$ cat src/rtl/axi_fifo_o_wr_sched_if.sv
// axi_fifo_o_wr_sched_if: AXI4 write-channel bundle (AW, W, B) between scheduler and memory.
interface axi_fifo_o_wr_sched_if #(
    parameter int ADDR_W = 32,
    parameter int DATA_W = 32
);
    logic [ADDR_W-1:0] awaddr;
    logic [7:0]        awlen;
    logic              awvalid;
    logic              awready;
    logic [DATA_W-1:0] wdata;
    logic              wvalid;
    logic              wlast;
    logic              wready;
    logic              bvalid;
    logic [1:0]        bresp;
    logic              bready;

    modport master (
        output awaddr, awlen, awvalid, wdata, wvalid, wlast, bready,
        input  awready, wready, bvalid, bresp
    );

    modport slave (
        input  awaddr, awlen, awvalid, wdata, wvalid, wlast, bready,
        output awready, wready, bvalid, bresp
    );
endinterface

$ cat src/rtl/axi_fifo_o_wr_sched.sv
// axi_fifo_o_wr_sched: round-robin scheduler draining N_CH FWFT FIFOs as fixed-length AXI4 write bursts.
module axi_fifo_o_wr_sched #(
    parameter int N_CH      = 2,
    parameter int DATA_W    = 32,
    parameter int ADDR_W    = 32,
    parameter int BURST_LEN = 16,
    parameter int FRM_W     = 20
) (
    input  logic                     rd_clk,
    input  logic                     rd_rst,
    input  logic [N_CH-1:0]          ch_req,
    input  logic [N_CH-1:0]          ch_frm_rst,
    input  logic [N_CH*ADDR_W-1:0]   ch_base,
    input  logic [FRM_W-1:0]         frame_beats,
    input  logic [N_CH*DATA_W-1:0]   fifo_rd_data,
    input  logic [N_CH-1:0]          fifo_rd_vld,
    output logic [N_CH-1:0]          fifo_rd_en,
    axi_fifo_o_wr_sched_if.master    m,
    output logic                     busy,
    output logic [N_CH-1:0]          grant,
    output logic                     err
);
    localparam int CW = $clog2(N_CH);
    localparam int BW = $clog2(BURST_LEN + 1);

    typedef enum logic [1:0] {IDLE, AW, W, B} state_t;

    state_t            state, state_nx;
    logic [CW-1:0]     ptr, gi, sel, j;
    logic              found;
    logic [BW-1:0]     beat_cnt;
    logic [FRM_W-1:0]  offset [N_CH];
    logic [N_CH-1:0]   pend;
    logic [FRM_W:0]    off_sum;
    logic              off_wrap;
    logic [FRM_W-1:0]  off_sel;
    logic              w_xfer;
    logic              last;

    // Walk downwards so the requester closest to ptr (cyclically) wins.
    always_comb begin
        found = 1'b0;
        sel   = '0;
        j     = '0;
        for (int k = N_CH - 1; k >= 0; k--) begin
            j = CW'((int'(ptr) + k) % N_CH);
            if (ch_req[j]) begin
                found = 1'b1;
                sel   = j;
            end
        end
    end

    // A restart arriving on the grant cycle must already apply to this burst's address.
    assign off_sel  = ch_frm_rst[sel] ? '0 : offset[sel];
    assign off_sum  = {1'b0, offset[gi]} + (FRM_W + 1)'(BURST_LEN);
    assign off_wrap = (frame_beats == '0) ? off_sum[FRM_W] : (off_sum >= {1'b0, frame_beats});
    assign w_xfer   = (state == W) && fifo_rd_vld[gi] && m.wready;
    assign last     = beat_cnt == BW'(BURST_LEN - 1);

    assign m.awvalid  = state == AW;
    assign m.awlen    = 8'(BURST_LEN - 1);
    assign m.wvalid   = (state == W) && fifo_rd_vld[gi];
    assign m.wdata    = (state == W) ? fifo_rd_data[gi*DATA_W +: DATA_W] : '0;
    assign m.wlast    = (state == W) && last;
    assign m.bready   = state == B;
    assign fifo_rd_en = ((state == W) && m.wready) ? grant : '0;
    assign busy       = state != IDLE;

    always_ff @(posedge rd_clk or posedge rd_rst) begin
        if (rd_rst) state <= IDLE;
        else        state <= state_nx;
    end

    always_comb begin
        state_nx = state;
        unique case (state)
            IDLE: state_nx = found ? AW : IDLE;
            AW:   state_nx = m.awready ? W : AW;
            W:    state_nx = (w_xfer && last) ? B : W;
            B:    state_nx = m.bvalid ? IDLE : B;
        endcase
    end

    always_ff @(posedge rd_clk or posedge rd_rst) begin
        if (rd_rst) begin
            ptr      <= '0;
            gi       <= '0;
            grant    <= '0;
            beat_cnt <= '0;
            m.awaddr <= '0;
            err      <= 1'b0;
            pend     <= '0;
            for (int i = 0; i < N_CH; i++) offset[i] <= '0;
        end else begin
            for (int i = 0; i < N_CH; i++) begin
                if (ch_frm_rst[i] && grant[i]) pend[i] <= 1'b1;
                if (ch_frm_rst[i] && !grant[i]) offset[i] <= '0;
            end
            if (state == IDLE && found) begin
                gi       <= sel;
                grant    <= N_CH'(1) << sel;
                m.awaddr <= ch_base[sel*ADDR_W +: ADDR_W] + ADDR_W'(off_sel) * ADDR_W'(DATA_W / 8);
            end
            if (state == AW) beat_cnt <= '0;
            if (w_xfer) beat_cnt <= beat_cnt + BW'(1);
            if (state == B && m.bvalid) begin
                err        <= err | (m.bresp != 2'b00);
                offset[gi] <= (pend[gi] || ch_frm_rst[gi] || off_wrap) ? '0 : off_sum[FRM_W-1:0];
                pend[gi]   <= 1'b0;
                ptr        <= (gi == CW'(N_CH - 1)) ? '0 : gi + CW'(1);
                grant      <= '0;
            end
        end
    end
endmodule

$ cat src/flat_wrapper.sv
// flat-port wrapper written by rule: the top's interface ports become plain ports
module axi_fifo_o_wr_sched_flat 
#(
    parameter int N_CH      = 2,
    parameter int DATA_W    = 32,
    parameter int ADDR_W    = 32,
    parameter int BURST_LEN = 16,
    parameter int FRM_W     = 20
)
  (rd_clk, rd_rst, ch_req, ch_frm_rst, ch_base, frame_beats, fifo_rd_data, fifo_rd_vld, fifo_rd_en, busy, grant, err, m_awaddr, m_awlen, m_awvalid, m_wdata, m_wvalid, m_wlast, m_bready, m_awready, m_wready, m_bvalid, m_bresp);
  axi_fifo_o_wr_sched_if #(.ADDR_W(ADDR_W), .DATA_W(DATA_W)) m_i ();
  input  logic rd_clk;
  input  logic rd_rst;
  input  logic [N_CH-1:0] ch_req;
  input  logic [N_CH-1:0] ch_frm_rst;
  input  logic [N_CH*ADDR_W-1:0] ch_base;
  input  logic [FRM_W-1:0] frame_beats;
  input  logic [N_CH*DATA_W-1:0] fifo_rd_data;
  input  logic [N_CH-1:0] fifo_rd_vld;
  output logic [N_CH-1:0] fifo_rd_en;
  output logic busy;
  output logic [N_CH-1:0] grant;
  output logic err;
  output wire logic [$bits(m_i.awaddr)-1:0] m_awaddr;
  output wire logic [$bits(m_i.awlen)-1:0] m_awlen;
  output wire logic [$bits(m_i.awvalid)-1:0] m_awvalid;
  output wire logic [$bits(m_i.wdata)-1:0] m_wdata;
  output wire logic [$bits(m_i.wvalid)-1:0] m_wvalid;
  output wire logic [$bits(m_i.wlast)-1:0] m_wlast;
  output wire logic [$bits(m_i.bready)-1:0] m_bready;
  input wire logic [$bits(m_i.awready)-1:0] m_awready;
  input wire logic [$bits(m_i.wready)-1:0] m_wready;
  input wire logic [$bits(m_i.bvalid)-1:0] m_bvalid;
  input wire logic [$bits(m_i.bresp)-1:0] m_bresp;
  assign m_awaddr = m_i.awaddr;
  assign m_awlen = m_i.awlen;
  assign m_awvalid = m_i.awvalid;
  assign m_wdata = m_i.wdata;
  assign m_wvalid = m_i.wvalid;
  assign m_wlast = m_i.wlast;
  assign m_bready = m_i.bready;
  assign m_i.awready = m_awready;
  assign m_i.wready = m_wready;
  assign m_i.bvalid = m_bvalid;
  assign m_i.bresp = m_bresp;
  axi_fifo_o_wr_sched #(.N_CH(N_CH), .DATA_W(DATA_W), .ADDR_W(ADDR_W), .BURST_LEN(BURST_LEN), .FRM_W(FRM_W)) u_core (.rd_clk(rd_clk), .rd_rst(rd_rst), .ch_req(ch_req), .ch_frm_rst(ch_frm_rst), .ch_base(ch_base), .frame_beats(frame_beats), .fifo_rd_data(fifo_rd_data), .fifo_rd_vld(fifo_rd_vld), .fifo_rd_en(fifo_rd_en), .m(m_i), .busy(busy), .grant(grant), .err(err));
endmodule
$ cat config.mk
export PLATFORM = sky130hd
export DESIGN_NAME = axi_fifo_o_wr_sched_flat
export DESIGN_NICKNAME = d
export VERILOG_FILES = /design/src/rtl/axi_fifo_o_wr_sched_if.sv /design/src/rtl/axi_fifo_o_wr_sched.sv /design/src/flat_wrapper.sv
export SDC_FILE = /design/constraint.sdc
export NUM_CORES = 1
export LEC_CHECK = 0
export CORE_MARGIN = 4
export CORE_UTILIZATION = 48
export DETAILED_ROUTE_END_ITERATION = 8
export PLACE_DENSITY = 0.84
export SLEW_MARGIN = 20
export SYNTH_ARGS = -nofsm -noshare
export SYNTH_HDL_FRONTEND = slang
export SYNTH_SLANG_ARGS = --single-unit
$ cat constraint.sdc
create_clock -name rd_clk -period 9.81 [get_ports rd_clk]
set_clock_uncertainty 0.15 [all_clocks]
set_input_delay 0.981 -clock rd_clk [delete_from_list [all_inputs] [get_ports rd_clk]]
set_output_delay 0.981 -clock rd_clk [all_outputs]
set_load 0.01 [all_outputs]
Word-level counts from Yosys, hierarchy flattened --
Index checks and enable logic that the tools add are counted.
Word-level totals: word-level logic and storage cells 107, output and inout bits 82, input port bits 161, register bits after elaboration 86
Operators by class: eq/ne operators 4, bitwise operators 5, shifts and indexed selects 3, mux-type cells 48, reduce and logical (&&, ||, !) cells 23, add/subtract/negate cells 5, magnitude comparators 9
Operators by type and width (number):
- 20-bit two-way mux | 11
- 64-bit by 7-bit variable part select with 32-bit output | 2
- 40-bit bitwise mux | 1
- 40-bit two-way mux | 1
- 32-bit by 22-bit adder with 32-bit output | 1
- 32-bit two-way mux | 1
- 1-bit two-way mux | 23
- 20-bit by 5-bit adder with 21-bit output, second input constant | 1
- 21-bit by 20-bit greater-or-equal comparator with 1-bit output | 1
- 20-bit demux with 1-bit select | 1
- 20-bit zero test | 1
- 1-bit logical AND | 13
- 2-bit two-way mux | 6
- 5-bit two-way mux | 2
- 1-bit by 2-bit < comparator with 1-bit output, second input constant | 4
- 2-bit one-hot mux with 4 select lines | 1
- 2-bit nonzero test | 4
- 5-bit by 1-bit adder with 5-bit output, second input constant | 1
- 5-bit by 4-bit == test with 1-bit output, second input constant | 1
- 2-bit == test, second input constant | 2
- 2-bit greater-or-equal comparator, second input constant | 2
- 1-bit inverter with 2-bit output | 2
- 1-bit adder, second input constant | 2
- 2-bit AND | 1
- 10 further kinds | 12

Longest topological paths before layout --
depth after elaboration 11, mapped depth 23, depth with buffers taken out 18

Worst setup path before layout --
OpenSTA, ideal clock, no wires.
kind input -> register, start input ch_req[0], end register u_core.m.awaddr[26], required time 9.514 ns, setup slack 5.147 ns, data arrival time 4.368 ns, stages 17, setup time 0.146 ns, cells stage by stage nor2b_4 nor2_2 clkbuf_1 nand2_1 nand2_1 clkbuf_1 a21oi_1 ha_1 fa_1 a211oi_1 o21bai_1 a211oi_1 o21ai_0 a21bo_2 a31oi_1 nand3b_1 o311ai_0
On the way: word-level cells in the longest chain between the ends 10, elaborated cells between the ends (all ways) 18
RTL lines:
- from (decl) | RTL line flat_wrapper.sv:14 | input logic [N_CH-1:0] ch_req;
- branches (longest 10 deep; another with 32-bit by 22-bit adder with 32-bit output)
- to (signal assigned) | RTL line axi_fifo_o_wr_sched.sv:103 | m.awaddr <= ch_base[sel*ADDR_W +: ADDR_W] + ADDR_W'(off_sel) * ADDR_W'(DATA_W / 8);
- to (decl) | RTL line axi_fifo_o_wr_sched_if.sv:19 | output awaddr, awlen, awvalid, wdata, wvalid, wlast, bready,
Several ways; the timed one is not identified. The select of a mux whose other input is x is not followed. A chain may end at the register's enable or synchronous reset.

Final worst setup path --
start input ch_req[1], end register u_core.m.awaddr[26]
Same word-level chain as after synthesis.

==> metrics.md <==
| Metric | Value |
|---|---|
| H-Tree Depth | `3` |
| Final min period | `~5.6 ns` |
| N_diodes | `0` |
| IO Port Bufs | `234` |
| Top-level port count | `~240` |
| Starting Density | `0.496` |
| Crit share post-route | `0.576` |
| Switching pwr | `a little over 0.7 mW` |
| Wirelength per Cell | `about 16 microns` |
| Startpoint Class | `input pin` |
| Final WS setup | `4.16 ns` |
| VDD IR max | `0.171 mV` |
| Fin nets | `approximately 1300` |
| RSZ-0062 raised after global routing | `no` |
| Worst hold path type | `register to register` |
| Mean Syn Cell Area | `between 7 and 8 sq um` |
| DRC | `0` |
| Slew @ Worst Pin | `between 1 and 1.5 ns` |
| Total CTS buffers | `9` |
| First-pass GRT wire length | `about 34000 microns` |
| Fin area | `between 9000 and 10000 sq um` |
| CTS sink cnt | `between 80 and 90` |
| Hold Path Origin | `u_core.m.awaddr[8]` |
| Post-layout util | `0.694` |
| Post-synthesis cell count | `897` |
| Die height | `between 100 and 150 microns` |
| Fraction of registers with async set/reset | `1.00` |
| Post-synthesis sequential area ratio | `0.310` |
| TritonCTS clock tree | `built` |
| Commonest cells post-synth | `nand2_1 (209), dfrtp_1 (86), o21ai_0 (65)` |
| Dpl hpwl | `approximately 16000 microns` |
| Final non-filler cell total | `approximately 1300` |
| Final Hold Fails | `0` |
| Launch point of the worst path | `ch_req[1]` |
| Status | `finished, final reports clean` |
| Synthesis-to-finish area growth | `40.0%` |
| Clock Tree Buf Depth | `2` |
| Top cells by area, synth | `dfrtp_1 (31%), nand2_1 (11%), mux2i_1 (7.8%), ha_1 (7.8%), o21ai_0 (4.7%)` |
| Post-place instance area | `between 9000 and 10000 sq um` |
| Root cell of the clock tree | `clkbuf_16` |
| Clk pwr share | `0.184` |
| Area of the multi-input gates | `4450 sq um` |
| Net Sw Frac | `0.399` |
| Post-place setup slack | `3.67 ns` |
| Hold slack | `approximately 0.33 ns` |
| DIE AREA | `between 15000 and 20000 sq um` |
| Antenna-violating nets left | `0` |
| Die W | `128 microns` |
| Netlist cell types | `between 60 and 70` |
| Post-synth EDFFs | `0` |
| Hold-fix buffers, CTS | `0` |
| Pint | `between 1 and 1.5 mW` |
| Vias per cell | `approximately 5.5` |
| Post-cts resize count | `0` |
| Flop pwr share | `0.292` |
| Fillers | `around 1100` |
| Crit. End Element | `register` |
| Relative slew slack | `0.295` |
| Placed Instances | `roughly 1300` |
| #FFs+latches synth | `86` |
| All-Layer GR Usage | `0.253` |
| Drt pass-1 iters | `7` |
| Most numerous cell in the Yosys netlist | `nand2_1` |
| CP arrival | `5.71 ns` |
| Ys flop type | `dfrtp_1` |
| Synth area leader | `dfrtp_1` |
| Synth Warn # | `0` |
| P_leak | `approximately 4.3 nW` |
| Initial antenna violation count | `0` |
| P per Cell Area | `around 190 nW/um^2` |
| Top-area cell type share of the netlist area | `0.310` |
| Fmax | `roughly 180 MHz` |
| Number of setup buffers added after CTS | `0` |
| Clock Latency Late Sink | `0.35 ns` |
| GPL Wtd Cong | `between 0.9 and 1` |
| Vias in the first global route | `roughly 7200` |
| TNS Setup | `0 ns` |
| Reg clk slew, reported paths | `approximately 0.07 ns` |
| Critical path class | `input pin to register` |
| Core area | `between 10000 and 15000 sq um` |
| Max_cap viols | `0` |
| Layout cells sized above 1 | `0.0432` |
| Reg2reg start | `u_core.ptr` |
| Initial drt markers | `517` |
| Final Max Tran Viols | `0` |
| Pin count of the biggest net entering global routing | `just over 80` |
| Final setup fails | `0` |
| Row count | `43` |
| Pwr Total | `roughly 1.8 mW` |
| GRT overflow | `0` |
| Worst path required time | `9.87 ns` |
| Final wirelength | `21100 microns` |
| Mapped Area | `6930 sq um` |
| Seq. cell area | `between 2000 and 2500 sq um` |
| Comb pwr share | `0.525` |
| Via Count | `7145` |
| CP max FO | `53` |
==> critical path, stage by stage <==
cell and delay, ns:
clkdlybuf4s50_1 0.68, inv_2 0.13, nor2_4 0.12, buf_4 0.47, nand2_1 0.11, nand2_1 0.45, a21oi_1 0.09, ha_1 0.26
fa_1 0.43, a211oi_1 0.34, o21bai_1 0.14, a211oi_1 0.35, o21ai_0 0.14, a21bo_2 0.25, a31oi_1 0.37, nand3b_1 0.23
o311ai_0 0.16
==> kinds of logic (layout without fill, tap and decap cells) <==
logic type / Yosys count / count (layout) / synth area share
AND/OR/NAND/NOR: 374 / 374 / 0.236
buffers and inverters: 95 / 303 / 0.0576
other: 2 / 8 / 0.00108
multiplexers: 57 / 57 / 0.0829
AO/OA/AOI/OAI: 202 / 202 / 0.185
XOR/XNOR: 37 / 37 / 0.0468
adder cells (fa/ha/maj): 44 / 44 / 0.0805
flip-flops: 86 / 86 / 0.310
==> placed cells by master, fill, tap and decap left out, types with 4 or more instances in the layout <==
cell type / count
a211oi_1: 6
a21o_1: 11
a21oi_1: 52
a22o_1: 16
a31oi_1: 10
and2_1: 6
and3_1: 13
buf_4: 5
clkbuf_16: 9
clkdlybuf4s50_1: 234
conb_1: 8
dfrtp_1: 85
ha_1: 43
inv_1: 44
mux2i_1: 54
nand2_1: 209
nand2b_1: 8
nand3_1: 30
nand3b_1: 5
nand4_1: 4
nor2_1: 64
nor2b_1: 5
nor3_1: 8
nor4_1: 7
o211ai_1: 4
o21a_1: 5
o21ai_0: 64
o31ai_1: 4
or2_2: 5
xnor2_1: 19
xor2_1: 18
==> layout make-up <==
type,count,area share
flip-flops and latches,86,0.222
clock inverters,7,0.00593
inverters,46,0.0179
multi-input cells,722,0.458
clock buffers,9,0.0232
well taps,180,0.0232
repair buffers,241,0.249
==> power groups by stage <==
stage	registers, mW	clock network [mW]	logic [mW]
2_1_floorplan	0.526	0	0.493
3_3_place_gp	0.526	0	0.925
6_report	0.525	0.331	0.944
5_1_grt	0.537	0.348	1.03
3_5_place_dp	0.526	0	0.942
4_1_cts	0.523	0.332	0.945
==> registers in the layout, indices dropped and copies added (netlist names) <==
| name | count |
|---|---|
| u_core.offset | 40 |
| u_core.gi | 1 |
| u_core.pend | 2 |
| u_core.ptr | 1 |
| u_core.m.awaddr | 32 |
| u_core.state | 2 |
| u_core.grant | 2 |
| u_core.err | 1 |
| u_core.beat_cnt | 5 |
==> path summary, 6_finish.rpt <==
kind / end / slack [ns] / depth (start not counted)
worst max-delay path: u_core.m.awaddr[26] / 4.16 / 17
max in group asynchronous: u_core.gi / 7.86 / 3
min in group asynchronous: u_core.m.awaddr[27] / 0.66 / 2
worst max register to register: u_core.m.awaddr[26] / 4.95 / 15
worst min register to register: u_core.m.awaddr[8] / 0.33 / 2
worst min-delay path: u_core.m.awaddr[8] / 0.33 / 2
==> per-layer routing <==
metal / GRT usage / share of wire / routed length [microns]
met1: 0.301 / 0.40 / 8500
met2: 0.455 / 0.51 / 10700
met3: 0.0542 / 0.065 / 1370
met4: 0.0805 / 0.024 / 499
met5: 0 / 0 / 0
Power figures use the tool's default switching activity.
